[src/rtl/pipeline_hazard_ctrl_if.sv]
// Hazard-controller bundle: pipeline status into the controller, stage-register
// controls and event counters back out to the datapath.
interface pipeline_hazard_ctrl_if;
  logic [4:0]  id_rs;
  logic [4:0]  id_rt;
  logic        id_use_rs;
  logic        id_use_rt;
  logic        ex_memtoreg;
  logic [4:0]  ex_wbregnum;
  logic        ex_redirect;
  logic        mem_access;
  logic        halt_req;
  logic        go;
  logic        clr_cnt;

  logic        pc_en;
  logic        ifid_en;
  logic        idex_en;
  logic        exmem_en;
  logic        memwb_en;
  logic        ifid_clr;
  logic        idex_bb;
  logic        exmem_bb;
  logic        halted;
  logic [15:0] stall_cnt;
  logic [15:0] flush_cnt;

  // Datapath side.
  modport master (
    output id_rs, id_rt, id_use_rs, id_use_rt, ex_memtoreg, ex_wbregnum,
           ex_redirect, mem_access, halt_req, go, clr_cnt,
    input  pc_en, ifid_en, idex_en, exmem_en, memwb_en, ifid_clr, idex_bb,
           exmem_bb, halted, stall_cnt, flush_cnt
  );

  // Controller side.
  modport slave (
    input  id_rs, id_rt, id_use_rs, id_use_rt, ex_memtoreg, ex_wbregnum,
           ex_redirect, mem_access, halt_req, go, clr_cnt,
    output pc_en, ifid_en, idex_en, exmem_en, memwb_en, ifid_clr, idex_bb,
           exmem_bb, halted, stall_cnt, flush_cnt
  );
endinterface

[src/rtl/pipeline_hazard_ctrl.sv]
// Five-stage pipeline hazard controller: multi-cycle MEM freeze, load-use stall,
// EX redirect flush, SYSCALL halt/resume, and saturating stall/flush counters.
module pipeline_hazard_ctrl #(
  parameter int MEM_LAT = 2
) (
  input  logic                  clk,
  input  logic                  rst_n,
  pipeline_hazard_ctrl_if.slave hz
);

  typedef enum logic [1:0] {
    RUN   = 2'd0,
    MWAIT = 2'd1,
    HALT  = 2'd2
  } state_e;

  localparam bit         MEM_MULTI = (MEM_LAT >= 2);
  localparam logic [3:0] WAIT_INIT = MEM_MULTI ? 4'(MEM_LAT - 2) : 4'd0;
  localparam logic [15:0] CNT_MAX  = 16'hFFFF;

  state_e      state_q, state_d;
  logic [3:0]  wait_q, wait_d;
  logic [15:0] stall_q, stall_d;
  logic [15:0] flush_q, flush_d;

  logic freeze;
  logic eval;
  logic halted;
  logic load_use;
  logic redirect_act;
  logic stall_act;

  assign load_use = hz.ex_memtoreg && (hz.ex_wbregnum != 5'd0) &&
                    ((hz.id_use_rs && (hz.id_rs == hz.ex_wbregnum)) ||
                     (hz.id_use_rt && (hz.id_rt == hz.ex_wbregnum)));

  // NOTE: every signal written here gets a default first, so no path through
  // the case statement can leave one unassigned and infer a latch.
  always_comb begin
    state_d = state_q;
    wait_d  = wait_q;
    freeze  = 1'b0;
    eval    = 1'b0;
    halted  = 1'b0;
    unique case (state_q)
      RUN: begin
        if (hz.halt_req) begin
          state_d = HALT;
        end else if (hz.mem_access && MEM_MULTI) begin
          freeze  = 1'b1;
          wait_d  = WAIT_INIT;
          state_d = MWAIT;
        end else begin
          eval = 1'b1;
        end
      end
      MWAIT: begin
        // WB is frozen here, so a pending halt_req simply re-presents in RUN.
        if (wait_q != 4'd0) begin
          freeze = 1'b1;
          wait_d = wait_q - 4'd1;
        end else begin
          eval    = 1'b1;
          state_d = RUN;
        end
      end
      HALT: begin
        if (hz.go) begin
          state_d = RUN;
        end else begin
          freeze = 1'b1;
          halted = 1'b1;
        end
      end
      default: state_d = RUN;
    endcase
  end

  // Redirect outranks load-use; the flushed ID instruction cannot stall.
  assign redirect_act = eval && hz.ex_redirect;
  assign stall_act    = eval && load_use && !hz.ex_redirect;

  always_comb begin
    hz.pc_en    = !freeze && !stall_act;
    hz.ifid_en  = !freeze && !stall_act;
    hz.idex_en  = !freeze;
    hz.exmem_en = !freeze;
    hz.memwb_en = !freeze;
    hz.ifid_clr = redirect_act;
    hz.idex_bb  = redirect_act || stall_act;
    hz.exmem_bb = 1'b0;
    hz.halted   = halted;
    if (!rst_n) begin
      hz.pc_en    = 1'b0;
      hz.ifid_en  = 1'b0;
      hz.idex_en  = 1'b0;
      hz.exmem_en = 1'b0;
      hz.memwb_en = 1'b0;
      hz.ifid_clr = 1'b0;
      hz.idex_bb  = 1'b0;
      hz.halted   = 1'b0;
    end
  end

  always_comb begin
    stall_d = stall_q;
    flush_d = flush_q;
    if (hz.clr_cnt) begin
      stall_d = 16'd0;
      flush_d = 16'd0;
    end else begin
      if (stall_act && (stall_q != CNT_MAX)) stall_d = stall_q + 16'd1;
      if (redirect_act && (flush_q != CNT_MAX)) flush_d = flush_q + 16'd1;
    end
  end

  // NOTE: state registers use non-blocking assignments so every flop samples
  // pre-edge values regardless of process ordering.
  always_ff @(posedge clk or negedge rst_n) begin
    if (!rst_n) begin
      state_q <= RUN;
      wait_q  <= 4'd0;
      stall_q <= 16'd0;
      flush_q <= 16'd0;
    end else begin
      state_q <= state_d;
      wait_q  <= wait_d;
      stall_q <= stall_d;
      flush_q <= flush_d;
    end
  end

  assign hz.stall_cnt = stall_q;
  assign hz.flush_cnt = flush_q;

endmodule

[src/flat_wrapper.sv]
// flat-port wrapper written by rule: the top's interface ports become plain ports
module pipeline_hazard_ctrl_flat 
#(
  parameter int MEM_LAT = 2
)
  (clk, rst_n, hz_id_rs, hz_id_rt, hz_id_use_rs, hz_id_use_rt, hz_ex_memtoreg, hz_ex_wbregnum, hz_ex_redirect, hz_mem_access, hz_halt_req, hz_go, hz_clr_cnt, hz_pc_en, hz_ifid_en, hz_idex_en, hz_exmem_en, hz_memwb_en, hz_ifid_clr, hz_idex_bb, hz_exmem_bb, hz_halted, hz_stall_cnt, hz_flush_cnt);
  pipeline_hazard_ctrl_if hz_i ();
  input  logic clk;
  input  logic rst_n;
  input wire logic [$bits(hz_i.id_rs)-1:0] hz_id_rs;
  input wire logic [$bits(hz_i.id_rt)-1:0] hz_id_rt;
  input wire logic [$bits(hz_i.id_use_rs)-1:0] hz_id_use_rs;
  input wire logic [$bits(hz_i.id_use_rt)-1:0] hz_id_use_rt;
  input wire logic [$bits(hz_i.ex_memtoreg)-1:0] hz_ex_memtoreg;
  input wire logic [$bits(hz_i.ex_wbregnum)-1:0] hz_ex_wbregnum;
  input wire logic [$bits(hz_i.ex_redirect)-1:0] hz_ex_redirect;
  input wire logic [$bits(hz_i.mem_access)-1:0] hz_mem_access;
  input wire logic [$bits(hz_i.halt_req)-1:0] hz_halt_req;
  input wire logic [$bits(hz_i.go)-1:0] hz_go;
  input wire logic [$bits(hz_i.clr_cnt)-1:0] hz_clr_cnt;
  output wire logic [$bits(hz_i.pc_en)-1:0] hz_pc_en;
  output wire logic [$bits(hz_i.ifid_en)-1:0] hz_ifid_en;
  output wire logic [$bits(hz_i.idex_en)-1:0] hz_idex_en;
  output wire logic [$bits(hz_i.exmem_en)-1:0] hz_exmem_en;
  output wire logic [$bits(hz_i.memwb_en)-1:0] hz_memwb_en;
  output wire logic [$bits(hz_i.ifid_clr)-1:0] hz_ifid_clr;
  output wire logic [$bits(hz_i.idex_bb)-1:0] hz_idex_bb;
  output wire logic [$bits(hz_i.exmem_bb)-1:0] hz_exmem_bb;
  output wire logic [$bits(hz_i.halted)-1:0] hz_halted;
  output wire logic [$bits(hz_i.stall_cnt)-1:0] hz_stall_cnt;
  output wire logic [$bits(hz_i.flush_cnt)-1:0] hz_flush_cnt;
  assign hz_i.id_rs = hz_id_rs;
  assign hz_i.id_rt = hz_id_rt;
  assign hz_i.id_use_rs = hz_id_use_rs;
  assign hz_i.id_use_rt = hz_id_use_rt;
  assign hz_i.ex_memtoreg = hz_ex_memtoreg;
  assign hz_i.ex_wbregnum = hz_ex_wbregnum;
  assign hz_i.ex_redirect = hz_ex_redirect;
  assign hz_i.mem_access = hz_mem_access;
  assign hz_i.halt_req = hz_halt_req;
  assign hz_i.go = hz_go;
  assign hz_i.clr_cnt = hz_clr_cnt;
  assign hz_pc_en = hz_i.pc_en;
  assign hz_ifid_en = hz_i.ifid_en;
  assign hz_idex_en = hz_i.idex_en;
  assign hz_exmem_en = hz_i.exmem_en;
  assign hz_memwb_en = hz_i.memwb_en;
  assign hz_ifid_clr = hz_i.ifid_clr;
  assign hz_idex_bb = hz_i.idex_bb;
  assign hz_exmem_bb = hz_i.exmem_bb;
  assign hz_halted = hz_i.halted;
  assign hz_stall_cnt = hz_i.stall_cnt;
  assign hz_flush_cnt = hz_i.flush_cnt;
  pipeline_hazard_ctrl #(.MEM_LAT(MEM_LAT)) u_core (.clk(clk), .rst_n(rst_n), .hz(hz_i));
endmodule
[config.mk]
export PLATFORM = sky130hd
export DESIGN_NAME = pipeline_hazard_ctrl_flat
export DESIGN_NICKNAME = d
export VERILOG_FILES = /design/src/rtl/pipeline_hazard_ctrl_if.sv /design/src/rtl/pipeline_hazard_ctrl.sv /design/src/flat_wrapper.sv
export SDC_FILE = /design/constraint.sdc
export NUM_CORES = 1
export LEC_CHECK = 0
export CAP_MARGIN = 20
export CELL_PAD_IN_SITES_DETAIL_PLACEMENT = 1
export CELL_PAD_IN_SITES_GLOBAL_PLACEMENT = 1
export CORE_UTILIZATION = 25
export DETAILED_ROUTE_END_ITERATION = 10
export PLACE_DENSITY = 0.6
export SKIP_CTS_REPAIR_TIMING = 1
export SLEW_MARGIN = 20
export SYNTH_ARGS = -nofsm -noshare
export SYNTH_HDL_FRONTEND = slang
export SYNTH_SLANG_ARGS = --single-unit
export TNS_END_PERCENT = 5
[constraint.sdc]
create_clock -name clk -period 5.6 [get_ports clk]
set_clock_uncertainty 0.05 [all_clocks]
set_input_delay 0.56 -clock clk [delete_from_list [all_inputs] [get_ports clk]]
set_output_delay 0.56 -clock clk [all_outputs]
set_load 0.05 [all_outputs]
Yosys cells after proc, flatten, opt, wreduce, memory -nomap -nowiden
Index checks and enable logic that the tools add are counted.
{"block": "word_totals", "register_bits": 38, "latchBits": 0, "ramBits": 0, "rom_bits": 0, "output_inout_bits": 41, "word_cells": 70, "memories": 0}
{"block": "classes", "add_sub_neg": 3, "multipliers": 0, "n_div": 0, "order_cmp": 0, "n_eq_ne": 12, "shifts": 0, "n_mux": 28, "n_bitwise": 0, "reduce_logical": 23}
{"op": "$mux 16", "count": 4}
{"op": "$add 16x1->16 const B", "count": 2}
{"op": "$ne 16x16->1 const B", "count": 2}
{"op": "$mux 1", "count": 13}
{"op": "$mux 4", "count": 3}
{"op": "$eq 5x5->1", "count": 2}
{"op": "$logic_and 1x1->1", "count": 10}
{"op": "$mux 2", "count": 4}
{"op": "$ne 2x2->1 const B", "count": 4}
{"op": "$pmux 4 s2", "count": 1}
{"op": "$pmux 2 s3", "count": 1}
{"op": "$reduce_bool 2->1", "count": 3}
{"op": "$reduce_bool 5->1", "count": 1}
{"op": "$reduce_and 4->1", "count": 1}
{"op": "$reduce_bool 4->1", "count": 1}
{"op": "$sub 4x1->4 const B", "count": 1}
{"op": "$logic_not 1->1", "count": 3}
{"op": "$ne 3x3->1 const B", "count": 1}
{"op": "$pmux 1 s3", "count": 1}
{"op": "$reduce_and 3->1", "count": 1}
{"op": "$eq 2x1->1 const B", "count": 1}
{"op": "$eq 2x2->1 const B", "count": 1}
{"op": "$logic_not 2->1", "count": 1}
{"op": "$logic_or 1x1->1", "count": 2}
{"op": "other kinds (2)", "count": 2}

Longest topological paths before layout
Gate-level depths: netlist (run 1).
{"block": "depth", "ltp_word": 9, "ltp_mapped": 9, "mapped_depth_nobuf": 8}

Worst setup path after synthesis (run 1)
Ideal clock, no wire load.
{"block": "synth_timing", "path_type": "input to output", "start": "input hz_ex_wbregnum[0]", "end": "output hz_pc_en", "arrival_ns": 2.414, "required_ns": 4.990, "slack_ns": 2.576, "path_stages": 7, "path_buffers": 2, "path_cell_list": "or4_1 o21ai_0 nor3_1 nand2_1 buf_4 and3_1 buf_4"}
{"block": "synth_via", "elab_chain_len": 9, "word_cells_on_any_way": 13}
{"element": "start: declaration", "line": "flat_wrapper.sv:15", "text": "input wire logic [$bits(hz_i.ex_wbregnum)-1:0] hz_ex_wbregnum;"}
{"element": "$eq 5x5->1 (on tied branches)", "line": "pipeline_hazard_ctrl.sv:34, pipeline_hazard_ctrl.sv:35"}
{"element": "$logic_and 1x1->1 (on tied branches)", "line": "pipeline_hazard_ctrl.sv:34, pipeline_hazard_ctrl.sv:35"}
{"element": "$logic_or 1x1->1", "line": "pipeline_hazard_ctrl.sv:34", "text": "((hz.id_use_rs && (hz.id_rs == hz.ex_wbregnum)) ||"}
{"element": "$logic_and 1x1->1 *", "line": "pipeline_hazard_ctrl.sv:33", "text": "assign load_use = hz.ex_memtoreg && (hz.ex_wbregnum != 5'd0) &&"}
{"element": "$logic_and 1x1->1 * (2 in a row)", "line": "pipeline_hazard_ctrl.sv:81", "text": "assign stall_act = eval && load_use && !hz.ex_redirect;"}
{"element": "$logic_not 1->1 *"}
{"element": "$logic_and 1x1->1 *"}
{"element": "$mux 1 *"}
{"element": "end: declaration", "line": "flat_wrapper.sv:21", "text": "output wire logic [$bits(hz_i.pc_en)-1:0] hz_pc_en;"}
Mark *: on every way between the ends. The rest lies on a longest branch, timed or not.

Worst setup path after layout (run 1)
{"block": "layout_timing", "start": "input hz_ex_wbregnum[0]", "end": "output hz_ifid_en"}
{"block": "layout_via", "elab_chain_len": 9, "word_cells_on_any_way": 13}
{"element": "$eq 5x5->1 (on tied branches)", "line": "pipeline_hazard_ctrl.sv:34, pipeline_hazard_ctrl.sv:35"}
{"element": "$logic_and 1x1->1 (on tied branches)", "line": "pipeline_hazard_ctrl.sv:34, pipeline_hazard_ctrl.sv:35"}
{"element": "$logic_or 1x1->1", "line": "pipeline_hazard_ctrl.sv:34"}
{"element": "$logic_and 1x1->1 *", "line": "pipeline_hazard_ctrl.sv:33"}
{"element": "$logic_and 1x1->1 * (2 in a row)", "line": "pipeline_hazard_ctrl.sv:81"}
{"element": "$logic_not 1->1 *", "line": "pipeline_hazard_ctrl.sv:85", "text": "hz.ifid_en = !freeze && !stall_act;"}
{"element": "$logic_and 1x1->1 *", "line": "pipeline_hazard_ctrl.sv:85"}
{"element": "$mux 1 *", "line": "pipeline_hazard_ctrl.sv:93", "text": "if (!rst_n) begin"}
{"element": "end: declaration", "line": "flat_wrapper.sv:22", "text": "output wire logic [$bits(hz_i.ifid_en)-1:0] hz_ifid_en;"}
Marked as above.

==> flow_metrics.py, run 1 <==
metrics = {
    "final_layout": {
        "layout_commonest_cell": "clkdlybuf4s50_1",
        "syn_to_final_growth_pct": 35.6,
        "fin_area_um2": 3110,
        "multi_input_area_um2": 1260,
        "layout_common_cells": "clkdlybuf4s50_1, dfrtp_1, nor2_1",
        "seq_area_um2": 951,
        "drive_above_1_share_pct": 6.98,
        "n_antenna_cell": 0,
        "nFillCells": 1057,
        "num-nets-final": 343,
    },
    "global_route": {
        "antenna_found_initial": 0,
        "grt_pass1_vias": 2152,
        "grt_first_pass_wirelength_um": 10700,
        "grt_max_degree": 42,
        "grt_usage_pct": 13.9,
        "grt_overflow_total": 0,
    },
    "logic_synthesis": {
        "synth_xor_area_share_pct": 9.55,
        "ys_ff_latch": 38,
        "synth_edf_count": 0,
        "ys_seq_area_share_pct": 41.5,
        "avgSynthCellArea_um2": 9.14,
        "synth_top_family_by_area": "simple AND/OR/NAND/NOR gates",
        "synth_cells": 251,
        "netlist.area_leader.share_pct": 41.5,
        "ys.flop_type": "dfrtp_1",
        "syn_nets": 280,
        "ys_warn_count": 0,
        "synth_compound_area_share_pct": 9.27,
        "async_flop_share_pct": 100,
        "synth_area_um2": 2290,
        "synth_largest_area_cell": "dfrtp_1",
        "ys_top_cells_by_area": "dfrtp_1, xnor2_1, nor2_1, nand4_1, xor2_1",
        "synth_cell_types": 47,
        "synth_fa_ha_area_share_pct": 2.18,
        "yosys.area_share.simple_pct": 30.4,
        "synth.mux.area_fraction_pct": 3.33,
    },
    "timing": {
        "final_hold_viol_count": 0,
        "holdWs_ps": 140,
        "drv_slew": 0,
        "finalSetupTns_ps": 0,
        "period_needed_ps": 4040,
        "max_slew_margin_pct": 37.9,
        "worst_slew_pin_slew_ps": 917,
        "setup_violations": 0,
        "layout_setup_ws_ps": 1560,
        "period_share_pct": 72.2,
        "max_clock_freq_mhz": 247,
        "rsz0062_at_grt": "false",
    },
    "worst_setup_path": {
        "crit_type": "in2out",
        "critPathRequiredTime_ps": 4990,
        "worst-path-max-fanout": 15,
        "crit_path_end_kind": "output pin",
        "cp_data_arrival_time_ps": 3430,
        "crit_path_start_kind": "input port",
    },
    "run_status": {
        "status": "finished, violations left",
        "violations": "DRC",
    },
    "clocking": {
        "cts.sink_count": 38,
        "clock_latency_ps": 290,
        "cts_buffer_depth": 2,
        "numCtsBuffers": 5,
        "cts-root-buf": "clkbuf_8",
        "cts_tree": "yes",
        "cts.clk_slew.worst_paths_ps": 80,
        "htree_levels": 2,
    },
    "placed_design": {
        "hpwl_um": 4750,
        "port_buffers": 64,
        "dpl_cell_area_um2": 3010,
        "place_congestion": 0.728,
        "place_ws_ps": 1560,
    },
    "die": {
        "die_w_um": 97.8,
        "die_area_um2": 9560,
        "core_um2": 8810,
        "fp.dieH_um": 97.8,
        "fp-row-count": 34,
        "initial_core_util_pct": 26.0,
        "io_pins": 66,
    },
    "pwr": {
        "fin_total_pwr_uw": 716,
        "clkPwrFrac_pct": 28.3,
        "p_sw_uw": 250,
        "p_leak_nw": 1.21,
        "power_frac_seq_pct": 43.5,
        "power.density_nw_per_um2": 230,
        "combPwrFrac_pct": 28.2,
        "switching_share_pct": 34.9,
        "ir_drop_mv": 0.0894,
        "internal-power_uw": 466,
    },
    "flow_run": {
        "maxCapViolations": 0,
    },
    "hold_path": {
        "hp-class": "in2async",
    },
    "route": {
        "drtPass1Iterations": 7,
        "routed_wirelength_um": 6420,
        "num_vias": 2133,
        "via_per_inst": 5.04,
        "post_drt_wl_per_cell_um": 15.2,
        "drc": 14,
        "ant_nets": 0,
        "drt_iter0_drc": 133,
    },
}
## final timing paths
| kind | startpoint | to | slack (ps) | cells past startpoint |
|---|---|---|---|---|
| hold reg to reg | u_core.wait_q[0] | u_core.wait_q[0] | 500 | 1 |
| setup reg to reg | u_core.wait_q[0] | u_core.hz.stall_cnt[5] | 2880 | 8 |
| max in group asynchronous | rst_n | u_core.hz.stall_cnt[3] | 4660 | 2 |
| setup / recovery | hz_ex_wbregnum[0] | hz_ifid_en | 1560 | 7 |
| min in group clk | u_core.wait_q[0] | u_core.wait_q[0] | 500 | 1 |
| hold / removal | rst_n | u_core.hz.flush_cnt[12] | 140 | 1 |
## sequential cells by signal (all words and copies together) (netlist names)
signal               flops
u_core.hz.flush_cnt     16
u_core.hz.stall_cnt     16
u_core.wait_q            4
u_core.state_q           2
## through the flow
stage               std cells  utilization (%)
floorplan                 251                -
global placement          415             34.2
detailed placement        415             34.2
CTS                       423             35.3
global route              423             35.3
finish                    423             35.3
## cell usage after synthesis, drive strengths merged (7+ instances only)
master,n
dfrtp,38
nor2,30
xnor2,18
nand2,16
nand4,13
a21oi,11
nand3,11
o21ai,11
inv,8
nor3,8
nor2b,7
or3,7
xor2,7
## cells by family after synthesis
kind of cell	count (synthesis)
AOI/OAI and AO/OA	35
DFF	38
other	1
and+or+nand+nor	124
xor gates and xnor gates	25
muxes	7
buffers and inverters	17
adders and majority gates	4
## critical path, stage by stage
cell	delay, ps
clkdlybuf4s50_1	480
or4_1	550
o21ai_0	250
nor3_1	120
nand2_1	400
and3_1	260
clkdlybuf4s50_1	810
## metal layers
layer,vias to the layer above,share of wire (%),GRT usage [%]
li1,1022,-,-
met1,1050,49,18.7
met2,55,46,23.0
met3,6,4.1,2.43
met4,0,1.2,3.85
met5,-,0,0
## layout make-up
| type | count | area share [%] |
|---|---|---|
| Clock buffer | 6 | 2.66 |
| Clock inverter | 2 | 0.402 |
| Inverter | 8 | 0.966 |
| Multi-Input combinational cell | 196 | 40.5 |
| Sequential cell | 38 | 30.6 |
| Tap cell | 108 | 4.35 |
| Timing Repair Buffer | 65 | 20.5 |
## power groups by stage
stage | sequential [mW] | clock, mW | combinational (mW)
floorplan | 0.316 | 0 | 0.135
global placement | 0.316 | 0 | 0.201
detailed placement | 0.317 | 0 | 0.204
CTS | 0.311 | 0.212 | 0.205
global route | 0.314 | 0.220 | 0.219
finish | 0.311 | 0.203 | 0.202
(Power assumes the default switching activity.)
==> run 2: changes to the inputs <==
--- a/config.mk
+++ b/config.mk
@@ -10,7 +10,7 @@
 export CELL_PAD_IN_SITES_GLOBAL_PLACEMENT = 1
 export CORE_UTILIZATION = 25
 export DETAILED_ROUTE_END_ITERATION = 10
-export PLACE_DENSITY = 0.6
+export PLACE_DENSITY = 0.62
 export SKIP_CTS_REPAIR_TIMING = 1
 export SLEW_MARGIN = 20
 export SYNTH_ARGS = -nofsm -noshare
==> constraint.sdc (replaced) <==
create_clock -name clk -period 3.3 [get_ports clk]
set_clock_uncertainty 0.05 [all_clocks]
set_input_delay 0.33 -clock clk [delete_from_list [all_inputs] [get_ports clk]]
set_output_delay 0.33 -clock clk [all_outputs]
set_load 0.05 [all_outputs]
==> run 2 against run 1 <==
  * Die area did not move
  * Total power rose by 68%
  * Design area rose by 1.2%
  * Combinational power rose by 79%
  * Flip-flop and latch count did not move
  * The run still ends with DRC left
==> flow_metrics.py, run 2 (synthesized netlist as in run 1, its figures left out) <==
metrics = {
    "final_layout": {
        "n_antenna_cell": 0,
        "drive_above_1_share_pct": 7.55,
        "multi_input_area_um2": 1260,
        "syn_to_final_growth_pct": 37.2,
        "nFillCells": 1013,
        "instances_no_fill": 426,
        "seq_area_um2": 951,
        "layout_common_cells": "clkdlybuf4s50_1, dfrtp_1, nor2_1",
        "num-nets-final": 347,
        "layout_commonest_cell": "clkdlybuf4s50_1",
    },
    "route": {
        "drt_iter0_drc": 123,
        "ant_nets": 0,
        "top_layer": "met4",
        "via_per_inst": 4.96,
        "post_drt_wl_per_cell_um": 14.9,
        "drc": 14,
        "drtPass1Iterations": 7,
        "drt-met1-wl_um": 3100,
        "wl_met2_um": 2900,
        "routed_wirelength_um": 6350,
        "num_vias": 2115,
        "met3WireLength_um": 285,
    },
    "timing": {
        "finalSetupTns_ps": 0,
        "max_slew_margin_pct": 29.7,
        "rsz0062_at_grt": "false",
        "max_clock_freq_mhz": 339,
        "final_hold_viol_count": 0,
        "drv_slew": 0,
        "period_share_pct": 89.5,
        "worst_slew_pin_slew_ps": 1040,
        "setup_violations": 0,
        "period_needed_ps": 2950,
    },
    "flow_run": {
        "maxCapViolations": 0,
    },
    "pwr": {
        "switching_share_pct": 34.6,
        "p_sw_uw": 416,
        "p_leak_nw": 1.23,
        "ir_drop_mv": 0.167,
        "internal-power_uw": 786,
        "power_frac_seq_pct": 44.1,
        "combPwrFrac_pct": 30.1,
        "clkPwrFrac_pct": 25.8,
        "power.density_nw_per_um2": 382,
        "fin_total_pwr_mw": 1.20,
    },
    "clocking": {
        "htree_levels": 2,
        "clock_latency_ps": 290,
        "cts-root-buf": "clkbuf_8",
        "cts.sink_count": 38,
        "cts_buffer_depth": 2,
        "cts.clk_slew.worst_paths_ps": 80,
        "numCtsBuffers": 5,
        "cts_tree": "yes",
    },
    "global_route": {
        "grt_max_degree": 29,
        "grt_overflow_total": 0,
        "grt_first_pass_wirelength_um": 10900,
        "antenna_found_initial": 0,
        "grt_pass1_vias": 2189,
        "grt_usage_pct": 14.1,
    },
    "worst_setup_path": {
        "worst-path-max-fanout": 8,
        "critPathRequiredTime_ps": 2920,
        "cp_top_family": "simple AND/OR/NAND/NOR gates",
        "path_buf_inv": 1,
        "crit_type": "reg2out",
        "reg2reg_slack_ps": 830,
        "crit_path_start_kind": "flip-flop",
        "r2r-start": "u_core.wait_q[0]",
        "reg2reg_to": "u_core.hz.stall_cnt[5]",
        "crit_path_end_kind": "output pin",
        "crit_chain": "or4b_2, nand2_1, o21ai_0, and2_1, clkdlybuf4s50_1",
        "slowest_stage": "or4b_2",
        "max_stage_delay_ps": 710,
        "cp_data_arrival_time_ps": 2570,
        "r2r_cells": 9,
    },
    "run_status": {
        "status": "finished, violations left",
        "violations": "DRC",
    },
    "die": {
        "die_w_um": 97.8,
        "fp-row-count": 34,
        "io_pins": 66,
        "fp.dieH_um": 97.8,
        "initial_core_util_pct": 26.0,
        "die_area_um2": 9560,
        "core_um2": 8810,
    },
    "placed_design": {
        "hpwl_um": 4690,
        "dp_cells": 418,
        "port_buffers": 64,
        "place_congestion": 0.736,
    },
    "hold_path": {
        "hp-class": "in2async",
    },
}
==> run 2: cell types whose count changed in the layout (fill, tap and decap cells not counted) <==
cell / before / now
clkinv_2: 1 / 0
buf_4: 1 / 5
clkbuf_1: 0 / 2
buf_2: 2 / 1
clkinvlp_4: 1 / 0
dlygate4sd3_1: 0 / 1
clkdlybuf4s50_1: 62 / 60
buf_12: 0 / 2
clkbuf_8: 6 / 5
==> run 2: through the flow <==
step	instance area (µm²)	utilization (%)	hold slack, ps	setup slack, ps
after CTS	3140	35.6	-118	327
final	3150	35.7	414	346
after global placement	3060	34.7	202	367
after global routing	3150	35.7	462	104
after detailed placement	3060	34.7	201	356
after floorplan	2290	-	-15.6	736
==> run 2: layer usage <==
metal	track usage, %	vias up
met5	0	-
met4	3.85	0
met3	2.93	6
met2	22.7	47
met1	19.1	1036
li1	-	1026
==> run 2: worst register-to-register path: cells and delay by family, from the launching register on <==
kind	cells	cell delay [ps]
and+or+nand+nor	4	950
DFF	1	410
muxes	1	370
buffers and inverters	2	300
adders and majority gates	1	180
AOI/OAI and AO/OA	1	90
==> run 2: area by class of cell <==
type	count	area share [%]
clock buffers	7	2.43
inverters	8	0.955
multi-input cells	196	40.1
flip-flops and latches	38	30.2
well taps	108	4.30
repair buffers	69	22.0
==> run 2: power groups by stage <==
| stage | clock [mW] | sequential (mW) | combinational, mW |
|---|---|---|---|
| after floorplan | 0 | 0.537 | 0.229 |
| after global placement | 0 | 0.538 | 0.361 |
| after detailed placement | 0 | 0.539 | 0.366 |
| after CTS | 0.329 | 0.531 | 0.367 |
| after global routing | 0.343 | 0.537 | 0.395 |
| final | 0.310 | 0.530 | 0.362 |
==> run 2: how the worst max path moves through the flow <==
stage	end	cells after the start	startpoint
after floorplan	hz_pc_en	7	hz_ex_wbregnum[0]
after global placement	hz_memwb_en	6	hz_mem_access
after detailed placement	hz_idex_en	6	hz_halt_req
after CTS	hz_idex_en	5	u_core.state_q[0]
after global routing	hz_memwb_en	8	u_core.wait_q[0]
final	hz_exmem_en	5	u_core.state_q[0]
